===== config.mk =====
export PLATFORM = sky130hd
export DESIGN_NAME = arb_requester
export DESIGN_NICKNAME = d
export VERILOG_FILES = /design/src/rtl/arb_requester.sv
export SDC_FILE = /design/constraint.sdc
export NUM_CORES = 1
export LEC_CHECK = 0
export ABC_AREA = 1
export CORE_MARGIN = 1
export CORE_UTILIZATION = 45
export DETAILED_ROUTE_END_ITERATION = 16
export GPL_ROUTABILITY_DRIVEN = 0
export PLACE_DENSITY = 0.81
export RECOVER_POWER = 50
export SKIP_LAST_GASP = 1
export SYNTH_ARGS = -nofsm -noshare
export SYNTH_HDL_FRONTEND = slang
export SYNTH_SLANG_ARGS = --single-unit

===== constraint.sdc =====
create_clock -name clock -period 1.1 [get_ports clock]
set_input_delay 0.22 -clock clock [delete_from_list [all_inputs] [get_ports clock]]
set_output_delay 0.22 -clock clock [all_outputs]
set_load 0.05 [all_outputs]

===== src/rtl/arb_requester.sv =====
// arb_requester: client agent that requests the two-requester arbiter and issues a burst of beats
module arb_requester #(
    parameter int LEN_W   = 4,
    parameter int TIMEOUT = 15,
    parameter int WAIT_W  = 4
) (
    input  logic             clock,
    input  logic             reset_n,
    input  logic             cmd_valid,
    input  logic [LEN_W-1:0] cmd_len,
    output logic             cmd_ready,
    output logic             req,
    input  logic             gnt,
    output logic             beat_valid,
    output logic [LEN_W-1:0] beat_idx,
    output logic             beat_last,
    output logic             done,
    output logic             timeout_err,
    output logic             abort_err
);
    typedef enum logic [3:0] {
        IDLE    = 4'b0001,
        REQ     = 4'b0010,
        XFER    = 4'b0100,
        RELEASE = 4'b1000
    } state_t;

    localparam logic [WAIT_W-1:0] WAIT_MAX = WAIT_W'(TIMEOUT - 1);

    state_t            state_q, state_d;
    logic [LEN_W-1:0]  len_q, len_d;
    logic [LEN_W-1:0]  beat_q, beat_d;
    logic [WAIT_W-1:0] wait_q, wait_d;
    logic              done_q, done_d;
    logic              tmo_q, tmo_d;
    logic              abort_q, abort_d;

    assign cmd_ready   = state_q == IDLE;
    assign req         = (state_q == REQ) || (state_q == XFER);
    assign beat_valid  = (state_q == XFER) && gnt;
    assign beat_idx    = beat_q;
    assign beat_last   = beat_valid && (beat_q == len_q);
    assign done        = done_q;
    assign timeout_err = tmo_q;
    assign abort_err   = abort_q;

    // Next-state logic; the pulse flags are raised only on the transition into RELEASE
    always_comb begin
        state_d = state_q;
        len_d   = len_q;
        beat_d  = beat_q;
        wait_d  = wait_q;
        done_d  = 1'b0;
        tmo_d   = 1'b0;
        abort_d = 1'b0;
        case (state_q)
            IDLE: if (cmd_valid) begin
                len_d   = cmd_len;
                wait_d  = '0;
                state_d = REQ;
            end
            REQ: if (gnt) begin
                state_d = XFER;
                beat_d  = '0;
            end else if (wait_q == WAIT_MAX) begin
                state_d = RELEASE;
                tmo_d   = 1'b1;
            end else begin
                wait_d = wait_q + 1'b1;
            end
            XFER: if (!gnt) begin
                state_d = RELEASE;
                abort_d = 1'b1;
            end else if (beat_last) begin
                state_d = RELEASE;
                done_d  = 1'b1;
            end else begin
                beat_d = beat_q + 1'b1;
            end
            RELEASE: if (!gnt) state_d = IDLE;
            default: state_d = IDLE;
        endcase
    end

    // State and counter registers with asynchronous active-low reset
    always_ff @(posedge clock or negedge reset_n) begin
        if (!reset_n) begin
            state_q <= IDLE;
            len_q   <= '0;
            beat_q  <= '0;
            wait_q  <= '0;
            done_q  <= 1'b0;
            tmo_q   <= 1'b0;
            abort_q <= 1'b0;
        end else begin
            state_q <= state_d;
            len_q   <= len_d;
            beat_q  <= beat_d;
            wait_q  <= wait_d;
            done_q  <= done_d;
            tmo_q   <= tmo_d;
            abort_q <= abort_d;
        end
    end
endmodule


==> impl_metrics.tcl <==
set metrics [dict create \
    power.leakage_nw 0.9298 \
    cp_slowest_cell "dfrtp_2" \
    synth_cell_type_count 21 \
    clock-sinks 19 \
    grt_first_pass_wirelength_um 5913 \
    critical_path_class "reg -> out" \
    ys_ff_latch 19 \
    violations "setup timing" \
    syn_area_sq_mm 0.001023 \
    p_per_area_mw_per_mm2 2441 \
    cp_top_family "simple AND/OR/NAND/NOR gates" \
    first_pass_iters 4 \
    dieHeight_um 49.69 \
    drv_cap 0 \
    critPathMaxFanout 3 \
    worstSetupStartpointType "flop" \
    netlist_instances 126 \
    place_hpwl_um 2050 \
    status "finished with violations" \
    cts.path.max_buffers 2 \
    worst_slack_ps -640.4 \
    syn_to_final_growth_pct 91.20 \
    critical_path_required_ps 880 \
    die_area_sq_mm 0.002469 \
    drtAntennaViolNets 0 \
    cts_tree "built" \
    wl_per_cell_um 22.07 \
    tns_ps -10280 \
    routed_wirelength_um 4789 \
    fin_crit_ps 1740 \
    tightest_slew_ps 489.0 \
    synth_nets 137 \
    stdcell_count 217 \
    layout_commonest_cell "buf_4" \
    drive_gt1_share_pct 57.89 \
    worst_path_most_repeated_cell "nand2_1" \
    r2r-end "beat_idx[0]" \
    path_clk_slew_ps 120 \
    drtIter0Drc 38 \
    die_w_um 49.69 \
    slew_violations 0 \
    cts_buffers 3 \
    grtUsageTotal_pct 33.03 \
    endpoint_kind "primary output" \
    skew_ps 12.04 \
    grt_max_degree 20 \
    critPathBufInv 1 \
    hold_class "in -> async" \
    yosysSeqAreaShare_pct 46.58 \
    final-setup-viol-count 30 \
    io_pins 19 \
    worstReg2RegStart "state_q[2]" \
    cp.arrival_ps 1520 \
    rsz0062_at_grt "true" \
    fin_nets 202 \
    grt_pass1_vias 1276 \
    vias 1294 \
    clkLatencyLatePin_ps 320 \
    relSlewSlack_pct 67.40 \
    port_buffers 18 \
    hold_viol 0 \
    rows 16 \
    reg2regPathDepth 7 \
    fin_crit_sh_pct 158.2 \
    max_stage_delay_ps 450 \
    start_util_pct 50.12 \
    diodes 0 \
    antenna_found_initial 0 \
    core-area_sq_mm 0.002042 \
    drc_errors 0 \
    r2r_setup_slack_ps -520 \
    peakVddDrop_mv 2.172 \
    timing.fmax_mhz 574.6 \
    viasPerCell 5.963 \
    placedCellCount 197 \
    mostFrequentLayoutCells "buf_4 (28), nand2_1 (21), dfrtp_1 (13), buf_12 (13), inv_1 (12)" \
    htreeDepth 1 \
    syn_area_per_cell_sq_um 8.123 \
    ys_warn_count 0 \
    root_buffer "clkbuf_4" \
    crit_chain "nand2_1 -> nand2_1 -> nor2_1 -> nand2_2 -> nor3_4 -> buf_12" \
    grt_overflow 0 \
]
[cell type report]
type                            count  area [sq um]
Timing Repair Buffer               60         673.1
Fill cell                          43         85.08
Inverter                           19         75.07
Multi-Input combinational cell     88         665.6
Sequential cell                    19         483.0
Tap cell                           27         33.78
Clock buffer                        4         26.28
[routing by layer]
layer	track usage, %	wire, um	vias to the layer above
met3	4.938	370	43
li1	-	-	526
met4	15.24	371	0
met5	0	0	-
met1	36.76	1663	628
met2	60.81	2383	97
[sequential cells by signal, indices dropped and copies added, names as in the netlist]
register     flops
done             1
beat_idx         4
wait_q           4
len_q            4
state_q          4
abort_err        1
timeout_err      1
[Yosys cell counts]
cell / number / area [sq um]
nand3_4: 1 / 17.52
nor2_2: 5 / 31.28
xnor2_1: 1 / 8.760
inv_1: 17 / 63.81
o21a_1: 1 / 7.510
dfstp_2: 1 / 26.28
nand3_1: 10 / 50.05
nor2_1: 10 / 37.54
o21ai_1: 2 / 10.01
nor3_1: 3 / 15.01
ha_1: 3 / 37.54
nand2_4: 2 / 22.52
o21ai_2: 1 / 8.760
dfrtp_1: 18 / 450.4
nand4_1: 3 / 18.77
o21ai_0: 6 / 30.03
nand2_2: 3 / 18.77
nand2_1: 33 / 123.9
nor2_4: 1 / 11.26
xor2_1: 3 / 26.28
inv_2: 2 / 7.510
[kinds of logic (layout without fill, tap and decap cells)]
kind of cell,count (synthesis),after routing,synth area share (%)
and+or+nand+nor,71,71,33.86
DFF,19,19,46.58
buffers and inverters,19,83,6.968
AOI/OAI and AO/OA,10,10,5.502
xor gates and xnor gates,4,4,3.424
adders and majority gates,3,3,3.668
[report_power, final]
| group | internal (mW) | total (mW) | switching, mW | leakage, nW |
|---|---|---|---|---|
| clock network | 0.142 | 0.386 | 0.243 | 0.0150 |
| logic | 1.45 | 3.25 | 1.80 | 0.672 |
| registers | 0.917 | 1.15 | 0.228 | 0.243 |
[worst reg2reg max path: stages, from the launching register on]
cell,delay [ps]
dfrtp_2,470
nor2_4,200
nand2_4,120
buf_6,140
nor2_4,120
inv_1,190
nand3_2,150
o21ai_1,90
[worst max-delay path by stage]
stage	startpoint	to	slack (ps)	cells after the start
2_1_floorplan	beat_idx[0]	beat_last	-470	6
3_3_place_gp	gnt	beat_last	-410	4
3_5_place_dp	gnt	beat_idx[3]	-440	7
4_1_cts	state_q[1]	req	-520	6
5_1_grt	len_q[3]	beat_last	-700	7
6_report	beat_idx[3]	beat_last	-640	6
[metrics by stage]
stage	setup WS (ps)	cell area (sq um)	hold WS (ps)	utilization, %	total power [mW]
after CTS	-516.4	1821	252.6	89.15	4.096
final	-640.4	1957	408.2	95.83	4.777
after global placement	-410.3	1659	543.4	81.25	3.338
after floorplan	-470.8	1115	-75.59	-	2.426
after global routing	-704.6	1957	446.6	95.83	4.992
after detailed placement	-439.8	1659	567.0	81.25	3.459
[what timing repair did]
item / CTS / global route
gates cloned: 0 / 0
setup buffers: 9 / 7
pin swaps: 6 / 10
hold endpoints to repair: 0 / 0
hold buffers: 0 / 0
resized for setup: 15 / 33
endpoints found under the setup margin: 26 / 30
No activity file was read; power rests on OpenSTA's default activity.
